$ cat src/rtl/key_sched_ctrl.sv
// Key load sequencer for a key-locked FSM core: receives a serial key plus
// an even-parity bit over a valid/ready handshake and commits it to key_out.
// Ports:
//   clk, rst            clock, asynchronous active-high reset
//   load_start          start or restart a key load
//   key_bit, key_valid  serial key stream (MSB first, then parity)
//   key_ready           high while the controller accepts key bits
//   key_out             committed key to the locked core
//   core_rst            reset to the locked core (held until key is released)
//   locked_ok           core running with a committed key
//   lock_fault          sticky fault after MAX_FAIL consecutive bad loads
//   busy                load / check / release in progress
//   fail_cnt            consecutive failure count
module key_sched_ctrl #(
    parameter int KEY_W    = 8,
    parameter int MAX_FAIL = 3,
    parameter int REL_CYC  = 2
) (
    input  logic             clk,
    input  logic             rst,
    input  logic             load_start,
    input  logic             key_bit,
    input  logic             key_valid,
    output logic             key_ready,
    output logic [KEY_W-1:0] key_out,
    output logic             core_rst,
    output logic             locked_ok,
    output logic             lock_fault,
    output logic             busy,
    output logic [3:0]       fail_cnt
);

    typedef enum logic [2:0] {
        S_IDLE,
        S_SHIFT,
        S_CHECK,
        S_REL,
        S_RUN,
        S_FAULT
    } state_t;

    localparam int CNT_W = $clog2(KEY_W + 1);
    // Bit count at which the next transfer is the parity bit.
    localparam logic [CNT_W-1:0] PAR_IDX  = CNT_W'(KEY_W);
    localparam logic [3:0]       FAIL_MAX = 4'(MAX_FAIL);
    localparam logic [3:0]       REL_LAST = 4'(REL_CYC - 1);

    state_t           state_q, state_d;
    logic [KEY_W-1:0] sh_q, sh_d;
    logic             par_q, par_d;
    logic [CNT_W-1:0] bit_cnt_q, bit_cnt_d;
    logic [3:0]       rel_cnt_q, rel_cnt_d;
    logic [KEY_W-1:0] key_out_q, key_out_d;
    logic             core_rst_q, core_rst_d;
    logic             locked_ok_q, locked_ok_d;
    logic             lock_fault_q, lock_fault_d;
    logic             busy_q, busy_d;
    logic [3:0]       fail_cnt_q, fail_cnt_d;
    logic [3:0]       fail_inc;

    always_comb begin
        state_d    = state_q;
        sh_d       = sh_q;
        par_d      = par_q;
        bit_cnt_d  = bit_cnt_q;
        rel_cnt_d  = rel_cnt_q;
        key_out_d  = key_out_q;
        fail_cnt_d = fail_cnt_q;
        fail_inc   = fail_cnt_q + 4'd1;

        unique case (state_q)
            S_IDLE: begin
                if (load_start) begin
                    state_d   = S_SHIFT;
                    bit_cnt_d = '0;
                end
            end
            S_SHIFT: begin
                // Restart wins over any bit presented in the same cycle.
                if (load_start) begin
                    bit_cnt_d = '0;
                end else if (key_valid) begin
                    if (bit_cnt_q == PAR_IDX) begin
                        par_d   = key_bit;
                        state_d = S_CHECK;
                    end else begin
                        sh_d      = {sh_q[KEY_W-2:0], key_bit};
                        bit_cnt_d = bit_cnt_q + 1'b1;
                    end
                end
            end
            S_CHECK: begin
                if (par_q == ^sh_q) begin
                    key_out_d  = sh_q;
                    fail_cnt_d = '0;
                    rel_cnt_d  = '0;
                    state_d    = S_REL;
                end else begin
                    fail_cnt_d = fail_inc;
                    state_d    = (fail_inc == FAIL_MAX) ? S_FAULT : S_IDLE;
                end
            end
            S_REL: begin
                if (rel_cnt_q == REL_LAST) begin
                    state_d = S_RUN;
                end else begin
                    rel_cnt_d = rel_cnt_q + 4'd1;
                end
            end
            S_RUN: begin
                if (load_start) begin
                    state_d   = S_SHIFT;
                    bit_cnt_d = '0;
                end
            end
            S_FAULT: begin
                state_d = S_FAULT;
            end
            default: begin
                state_d = S_IDLE;
            end
        endcase

        // Outputs are registered from the next state so they line up
        // with the state they describe.
        core_rst_d   = (state_d != S_RUN);
        locked_ok_d  = (state_d == S_RUN);
        lock_fault_d = (state_d == S_FAULT);
        busy_d       = (state_d == S_SHIFT) || (state_d == S_CHECK) ||
                       (state_d == S_REL);
        if (state_d == S_FAULT) begin
            key_out_d = '0;
        end
    end

    always_ff @(posedge clk or posedge rst) begin
        if (rst) begin
            state_q      <= S_IDLE;
            sh_q         <= '0;
            par_q        <= 1'b0;
            bit_cnt_q    <= '0;
            rel_cnt_q    <= '0;
            key_out_q    <= '0;
            core_rst_q   <= 1'b1;
            locked_ok_q  <= 1'b0;
            lock_fault_q <= 1'b0;
            busy_q       <= 1'b0;
            fail_cnt_q   <= '0;
        end else begin
            state_q      <= state_d;
            sh_q         <= sh_d;
            par_q        <= par_d;
            bit_cnt_q    <= bit_cnt_d;
            rel_cnt_q    <= rel_cnt_d;
            key_out_q    <= key_out_d;
            core_rst_q   <= core_rst_d;
            locked_ok_q  <= locked_ok_d;
            lock_fault_q <= lock_fault_d;
            busy_q       <= busy_d;
            fail_cnt_q   <= fail_cnt_d;
        end
    end

    assign key_ready  = (state_q == S_SHIFT);
    assign key_out    = key_out_q;
    assign core_rst   = core_rst_q;
    assign locked_ok  = locked_ok_q;
    assign lock_fault = lock_fault_q;
    assign busy       = busy_q;
    assign fail_cnt   = fail_cnt_q;

endmodule

$ cat config.mk
export PLATFORM = sky130hd
export DESIGN_NAME = key_sched_ctrl
export DESIGN_NICKNAME = d
export VERILOG_FILES = /design/src/rtl/key_sched_ctrl.sv
export SDC_FILE = /design/constraint.sdc
export NUM_CORES = 1
export LEC_CHECK = 0
export ABC_CLOCK_PERIOD_IN_PS = 3100
export BUFFER_PORTS_ARGS = -buffer_cell sky130_fd_sc_hd__buf_2
export CAP_MARGIN = 20
export CORE_ASPECT_RATIO = 1.75
export CORE_UTILIZATION = 32
export CTS_CLUSTER_SIZE = 16
export DETAILED_ROUTE_END_ITERATION = 16
export MAX_ROUTING_LAYER = met4
export PLACE_DENSITY = 0.51
export SKIP_LAST_GASP = 1
export SLEW_MARGIN = 5
export SYNTH_ARGS = -nofsm -noshare
export SYNTH_HDL_FRONTEND = slang
export SYNTH_SLANG_ARGS = --single-unit
$ cat constraint.sdc
create_clock -name clk -period 3.1 [get_ports clk]
set_input_delay 0.62 -clock clk [delete_from_list [all_inputs] [get_ports clk]]
set_output_delay 0.62 -clock clk [all_outputs]
set_load 0.02 [all_outputs]
======== After elaboration in Yosys (flattened, before gate mapping) ========
Index checks and enable logic that the tools add are counted.
operators by class
  $add $sub $neg .......................... 3
  multiply operators ...................... 0
  divide/modulo/power cells ............... 0
  order comparisons ....................... 0
  equal/unequal tests ..................... 20
  shifts and indexed selects .............. 0
  muxes and demuxes ....................... 20
  bitwise gates (word level) .............. 2
  reductions and logical operators ........ 14
operators with widths
  kind                                                    number
  2-to-1 mux 4 bit                                        7
  2-to-1 mux 8 bit                                        3
  2-to-1 mux 3 bit                                        7
  case mux 4 bit (2 select lines)                         2
  case mux 3 bit (5 select lines)                         1
  adder 4 x 1 -> 4 bit (second input constant)            3
  equality test 3 x 2 -> 1 bit (second input constant)    4
  equality test 3 bit (second input constant)             4
  AND reduction 4 bit                                     3
  inequality test 3 bit (second input constant)           3
  nonzero test 2 bit                                      4
  XOR reduction 8 bit                                     1
  equality test 3 x 1 -> 1 bit (second input constant)    2
  equality test 4 x 1 -> 1 bit (second input constant)    1
  equality test 4 x 2 -> 1 bit (second input constant)    1
  equality test 4 bit (second input constant)             1
  inequality test 2 bit (second input constant)           2
  logical NOT 3 bit                                       1
  AND reduction 3 bit                                     1
  logical OR 1 bit                                        2
  inequality test 2 x 1 -> 1 bit (second input constant)  1
  NOT 1 bit                                               2
  AND reduction 2 bit                                     1
  OR reduction 2 bit                                      1
  equality test 1 bit                                     1
storage, ports and cells
  bits in registers ....................... 36
  bits in latches ......................... 0
  RAM bits ................................ 0
  memory bits (read-only) ................. 0
  input bits .............................. 5
  output and inout bits ................... 17
  word-level logic and storage cells ...... 70
  memories kept ........................... 0

======== Longest topological paths before layout ========
  depth in word-level cells ............... 8
  depth in mapped cells ................... 9
  gate-level depth less buffers ........... 7

======== Least setup slack after synthesis ========
OpenSTA, ideal clock, no wires.
  kind .................................... input -> register
  start ................................... input load_start
  end ..................................... register sh_q[1]
  setup time .............................. 0.131 ns
  arrival time ............................ 1.791 ns
  required time ........................... 2.969 ns
  setup slack ............................. 1.178 ns
  stages on the path ...................... 6
  buffers on the path ..................... 3
  cell sequence ........................... clkbuf_1 -> or4_1 -> clkbuf_1 -> clkbuf_1 -> nand2_1 -> o21ai_0
between the ends
  longest elaborated chain between the ends .. 2
RTL lines
  item                                  line  text
  start: declaration                    21    input logic load_start,
  NOT 1 bit (no source line)            -
  AND reduction 4 bit (no source line)  -
  end signal: assignment                139   sh_q <= '0;
  end signal: assignment                151   sh_q <= sh_d;
  end: declaration                      49    logic [KEY_W-1:0] sh_q, sh_d;
Every way passes these cells.
A chain may end at the register's enable or synchronous reset.

======== Worst setup path in the final report ========
  start ................................... register bit_cnt_q[0]
  end ..................................... register sh_q[0]
between the ends
  longest elaborated chain between the ends .. 3
RTL lines
  item                                  line  text
  start: declaration                    51    logic [CNT_W-1:0] bit_cnt_q, bit_cnt_d;
  start signal: assignment              153   bit_cnt_q <= bit_cnt_d;
  equality test 4 bit                   83    if (bit_cnt_q == PAR_IDX) begin
  NOT 1 bit (no source line)            -
  AND reduction 4 bit (no source line)  -
Every way passes these cells.

==> flow_summary.html <==
<table>
<tr><th>Metric</th><th>Value</th></tr>
<tr><th colspan="2">Outcome</th></tr>
<tr><td>Run status</td><td>complete, no violations</td></tr>
<tr><th colspan="2">Flow run</th></tr>
<tr><td>Max-capacitance violation count</td><td>0</td></tr>
<tr><th colspan="2">Clocking</th></tr>
<tr><td>Clock insertion delay at the later pin of the skew report</td><td>0.28 ns</td></tr>
<tr><td>Post-cts sizing count</td><td>0</td></tr>
<tr><td>Clock transition at path regs</td><td>0.07 ns</td></tr>
<tr><td>Clock sink total</td><td>36</td></tr>
<tr><td>Hold buffer count at cts</td><td>0</td></tr>
<tr><td>Num CTS Buffers</td><td>5</td></tr>
<tr><td>Clock tree from TritonCTS</td><td>done</td></tr>
<tr><td>CTS H-tree depth</td><td>2</td></tr>
<tr><td># Post-CTS Setup Buffers</td><td>0</td></tr>
<tr><td>Maximum clock insertion buffer count</td><td>2</td></tr>
<tr><td>Buffer type at the clock tree root</td><td>sky130_fd_sc_hd__clkbuf_8</td></tr>
<tr><th colspan="2">Yosys</th></tr>
<tr><td>Portion of the post-synthesis area used by sequential elements</td><td>48.49%</td></tr>
<tr><td>Flop and latch count out of synthesis</td><td>36</td></tr>
<tr><td>Synth async-reset ratio</td><td>100.0%</td></tr>
<tr><td>Main synth FF type</td><td>sky130_fd_sc_hd__dfrtp_1</td></tr>
<tr><td>Post-synthesis net count</td><td>189</td></tr>
<tr><td>Main combinational cell family by area after synthesis</td><td>simple AND/OR/NAND/NOR gates</td></tr>
<tr><td>Number of enable flip-flop cells after synthesis</td><td>0</td></tr>
<tr><td>Number of standard cells after synthesis</td><td>178</td></tr>
<tr><td>Simple-gate share of the synthesized area</td><td>17.96%</td></tr>
<tr><td>Share of synthesized area spent on multiplexers</td><td>3.228%</td></tr>
<tr><td>Cell variety after synth</td><td>49</td></tr>
<tr><td>Adder-cell share of the synthesized area</td><td>4.035%</td></tr>
<tr><td>Yosys warning total</td><td>0</td></tr>
<tr><td>Post-Syn Area per Cell</td><td>10.45 µm²</td></tr>
<tr><td>Synthesized-area fraction occupied by ao, oa, aoi and oai cells</td><td>14.73%</td></tr>
<tr><td>Combined area of all synthesized cells</td><td>1861 µm²</td></tr>
<tr><td>Synth Area in XOR/XNOR</td><td>6.658%</td></tr>
<tr><th colspan="2">Worst setup path</th></tr>
<tr><td>Startpoint of the worst register-to-register path</td><td>bit_cnt_q[0]$_DFFE_PP0P_</td></tr>
<tr><td>Worst setup path end</td><td>sh_q[0]$_DFFE_PP0P_</td></tr>
<tr><td>Crit path kind</td><td>flip-flop to flip-flop</td></tr>
<tr><td>Type of element capturing the critical path</td><td>flip-flop</td></tr>
<tr><td>Beginning of the critical path</td><td>bit_cnt_q[0]$_DFFE_PP0P_</td></tr>
<tr><td>Maximum fanout encountered on the critical timing path</td><td>18</td></tr>
<tr><td>Register-to-register path setup slack</td><td>1.00 ns</td></tr>
<tr><td>Required @ worst endpoint</td><td>3.27 ns</td></tr>
<tr><td>Count of cells along the worst register-to-register path</td><td>6</td></tr>
<tr><td>Arrival time worst endpoint</td><td>2.27 ns</td></tr>
<tr><td>Worst setup SP type</td><td>flip-flop</td></tr>
<tr><td>Reg-to-reg endpoint</td><td>sh_q[0]$_DFFE_PP0P_</td></tr>
<tr><th colspan="2">Timing</th></tr>
<tr><td>Setup repair after global routing missed its margin</td><td>false</td></tr>
<tr><td>Setup total negative slack</td><td>0 ns</td></tr>
<tr><td>Endpoints failing hold</td><td>0</td></tr>
<tr><td>Post-layout min period</td><td>2.098 ns</td></tr>
<tr><td>Setup violation total in the final timing report</td><td>0</td></tr>
<tr><td>Period Utilization, post-route</td><td>67.66%</td></tr>
<tr><td>Setup slack after layout</td><td>1.002 ns</td></tr>
<tr><td>Rel. slew slack</td><td>56.92%</td></tr>
<tr><td>Pin slew with the least headroom to its limit</td><td>0.6327 ns</td></tr>
<tr><td>Worst hold slack</td><td>0.3481 ns</td></tr>
<tr><td>Clock tree skew after final layout</td><td>0.01050 ns</td></tr>
<tr><td>Fmax</td><td>476.7 MHz</td></tr>
<tr><td>Number of max-slew violations in the final report</td><td>0</td></tr>
<tr><th colspan="2">Global routing</th></tr>
<tr><td>First-pass GRT wire length</td><td>6189 µm</td></tr>
<tr><td>Global-route congestion overflow total</td><td>0</td></tr>
<tr><td>Number of global-route vias before repair</td><td>1325</td></tr>
<tr><td>Initial antenna violation count</td><td>0</td></tr>
<tr><td>Maximum number of pins on one net before global-route repair</td><td>19</td></tr>
<tr><td>Total track usage</td><td>14.04%</td></tr>
<tr><th colspan="2">Floorplan</th></tr>
<tr><td>IO Pins</td><td>22</td></tr>
<tr><td>Y dimension of the die</td><td>102.9 µm</td></tr>
<tr><td>Die area</td><td>6135 µm²</td></tr>
<tr><td>Die Span X</td><td>59.64 µm</td></tr>
<tr><td>Initial Utilization</td><td>33.31%</td></tr>
<tr><td>Std-Cell Rows</td><td>36</td></tr>
<tr><td>Area of the core region</td><td>5585 µm²</td></tr>
<tr><th colspan="2">Placement</th></tr>
<tr><td>Last weighted congestion value of the routability-driven placer</td><td>0.7056</td></tr>
<tr><td>Post-DP HPWL</td><td>2720 µm</td></tr>
<tr><td>Port bufs</td><td>21</td></tr>
<tr><td>Placed cell areas</td><td>2037 µm²</td></tr>
<tr><td>DP Worst Slack</td><td>0.9803 ns</td></tr>
<tr><th colspan="2">Detailed routing</th></tr>
<tr><td>Post-route DRC violation count</td><td>0</td></tr>
<tr><td>Number of nets with antenna violations after detailed routing</td><td>0</td></tr>
<tr><td>DRC marker count from the first detailed-route iteration</td><td>47</td></tr>
<tr><td>WL final</td><td>3550 µm</td></tr>
<tr><td>First-pass detailed-route iteration total</td><td>4</td></tr>
<tr><td>Number of vias in the routed layout</td><td>1285</td></tr>
<tr><td>Average wire per standard cell</td><td>12.77 µm</td></tr>
<tr><td>Via density</td><td>4.622</td></tr>
<tr><th colspan="2">Finish</th></tr>
<tr><td>Antenna cell count</td><td>0</td></tr>
<tr><td>Highest-count cells in the layout ignoring fill and taps</td><td>sky130_fd_sc_hd__dfrtp_1, sky130_fd_sc_hd__nand2_1, sky130_fd_sc_hd__buf_2</td></tr>
<tr><td>Layout overhead on the synthesized area</td><td>14.53%</td></tr>
<tr><td>Total of fill cells in the finished design</td><td>593</td></tr>
<tr><td># nets final</td><td>212</td></tr>
<tr><td>Post-route cell area</td><td>2131 µm²</td></tr>
<tr><td>Most common cell after layout, fill and taps aside</td><td>sky130_fd_sc_hd__dfrtp_1</td></tr>
<tr><td>Share of layout cells above drive strength 1</td><td>25.74%</td></tr>
<tr><th colspan="2">Power</th></tr>
<tr><td>Design Power</td><td>1.083 mW</td></tr>
<tr><td>Total leakage power</td><td>1.001 nW</td></tr>
<tr><td>Maximum resistive drop on vdd</td><td>0.0003146 V</td></tr>
<tr><td>Power per Cell Area</td><td>508.2 nW/µm²</td></tr>
<tr><th colspan="2">Hold path</th></tr>
<tr><td>Tightest Hold Check Type</td><td>input port to async pin</td></tr>
</table>
## worst min path at each step
stage | from | end | slack [ns] | cells past startpoint
6_report | rst | sh_q[1]$_DFFE_PP0P_ | 0.35 | 2
5_1_grt | rst | key_out[3]$_DFFE_PP0P_ | 0.41 | 2
4_1_cts | rst | sh_q[3]$_DFFE_PP0P_ | 0.37 | 2
3_5_place_dp | key_out[4]$_DFFE_PP0P_ | key_out[4]$_DFFE_PP0P_ | 0.51 | 2
3_3_place_gp | key_out[3]$_DFFE_PP0P_ | key_out[3]$_DFFE_PP0P_ | 0.50 | 2
2_1_floorplan | sh_q[2]$_DFFE_PP0P_ | sh_q[2]$_DFFE_PP0P_ | 0.48 | 2
## worst max-delay path, cell delays in order, from the launching register on
cell and delay, ns:
sky130_fd_sc_hd__dfrtp_1 0.41, sky130_fd_sc_hd__inv_1 0.08, sky130_fd_sc_hd__ha_1 0.20, sky130_fd_sc_hd__nand3b_1 0.15, sky130_fd_sc_hd__nand2_1 0.10, sky130_fd_sc_hd__or4_1 0.69
sky130_fd_sc_hd__mux2_2 0.37
## Yosys cell counts (2+ instances only)
cell type / count / area (µm²)
sky130_fd_sc_hd__dfrtp_1: 35 / 875.8
sky130_fd_sc_hd__nand2_1: 28 / 105.1
sky130_fd_sc_hd__inv_1: 14 / 52.55
sky130_fd_sc_hd__o21ai_0: 11 / 55.05
sky130_fd_sc_hd__nor2_1: 7 / 26.28
sky130_fd_sc_hd__ha_1: 6 / 75.07
sky130_fd_sc_hd__o22ai_2: 6 / 75.07
sky130_fd_sc_hd__clkbuf_1: 5 / 18.77
sky130_fd_sc_hd__nand2b_1: 4 / 25.02
sky130_fd_sc_hd__o21ai_1: 4 / 20.02
sky130_fd_sc_hd__xor2_1: 4 / 35.03
sky130_fd_sc_hd__a31oi_1: 3 / 18.77
sky130_fd_sc_hd__nand2_2: 3 / 18.77
sky130_fd_sc_hd__nand3_1: 3 / 15.01
sky130_fd_sc_hd__o2bb2ai_1: 3 / 26.28
sky130_fd_sc_hd__xnor2_1: 3 / 26.28
sky130_fd_sc_hd__and2_1: 2 / 12.51
sky130_fd_sc_hd__mux2_2: 2 / 22.52
sky130_fd_sc_hd__nand4_1: 2 / 12.51
sky130_fd_sc_hd__nor2b_1: 2 / 12.51
sky130_fd_sc_hd__nor3b_1: 2 / 15.01
sky130_fd_sc_hd__nor4b_1: 2 / 17.52
## state kept, by name, indices dropped and copies added (netlist names), 3 cells and up
name       cells
key_out        8
sh_q           8
bit_cnt_q      4
fail_cnt       4
rel_cnt_q      4
state_q        3
## per-layer routing
layer  vias up  global-route usage, %  part of all wire [%]
li1        649                      -                     -
met1       614                  15.36                    42
met2        18                  24.27                    54
met3         4                  2.635                   2.5
met4         0                  5.903                   1.7
met5         -                      -                     0
## cells by family (layout without fill, tap and decap cells)
group | count (synthesis) | in the layout
AND/OR/NAND/NOR | 65 | 65
buffers and inverters | 21 | 45
XOR/XNOR | 10 | 10
multiplexers | 4 | 4
adder cells (fa/ha/maj) | 6 | 6
flip-flops | 36 | 36
AO/OA/AOI/OAI | 36 | 36
## metrics by stage
step / cells / util [%]
floorplan: 178 / -
detailed placement: 270 / 36.47
finish: 278 / 38.15
global placement: 270 / 36.47
global route: 278 / 38.15
CTS: 278 / 38.15
## power breakdown
part | leakage [nW] | switching (mW) | internal, mW
registers | 0.479 | 0.0238 | 0.494
logic | 0.477 | 0.121 | 0.104
clock network | 0.0445 | 0.161 | 0.180
## final cells by class
type / instances / area (µm²) / share of cell area (%)
clock buffers: 7 / 86.33 / 4.052
clock inverters: 1 / 7.507 / 0.3523
inverters: 14 / 52.55 / 2.466
multi-input cells: 121 / 867.1 / 40.69
flip-flops and latches: 36 / 902.1 / 42.34
well taps: 76 / 95.09 / 4.463
repair buffers: 23 / 120.1 / 5.637
No activity file was read; power rests on OpenSTA's default activity.
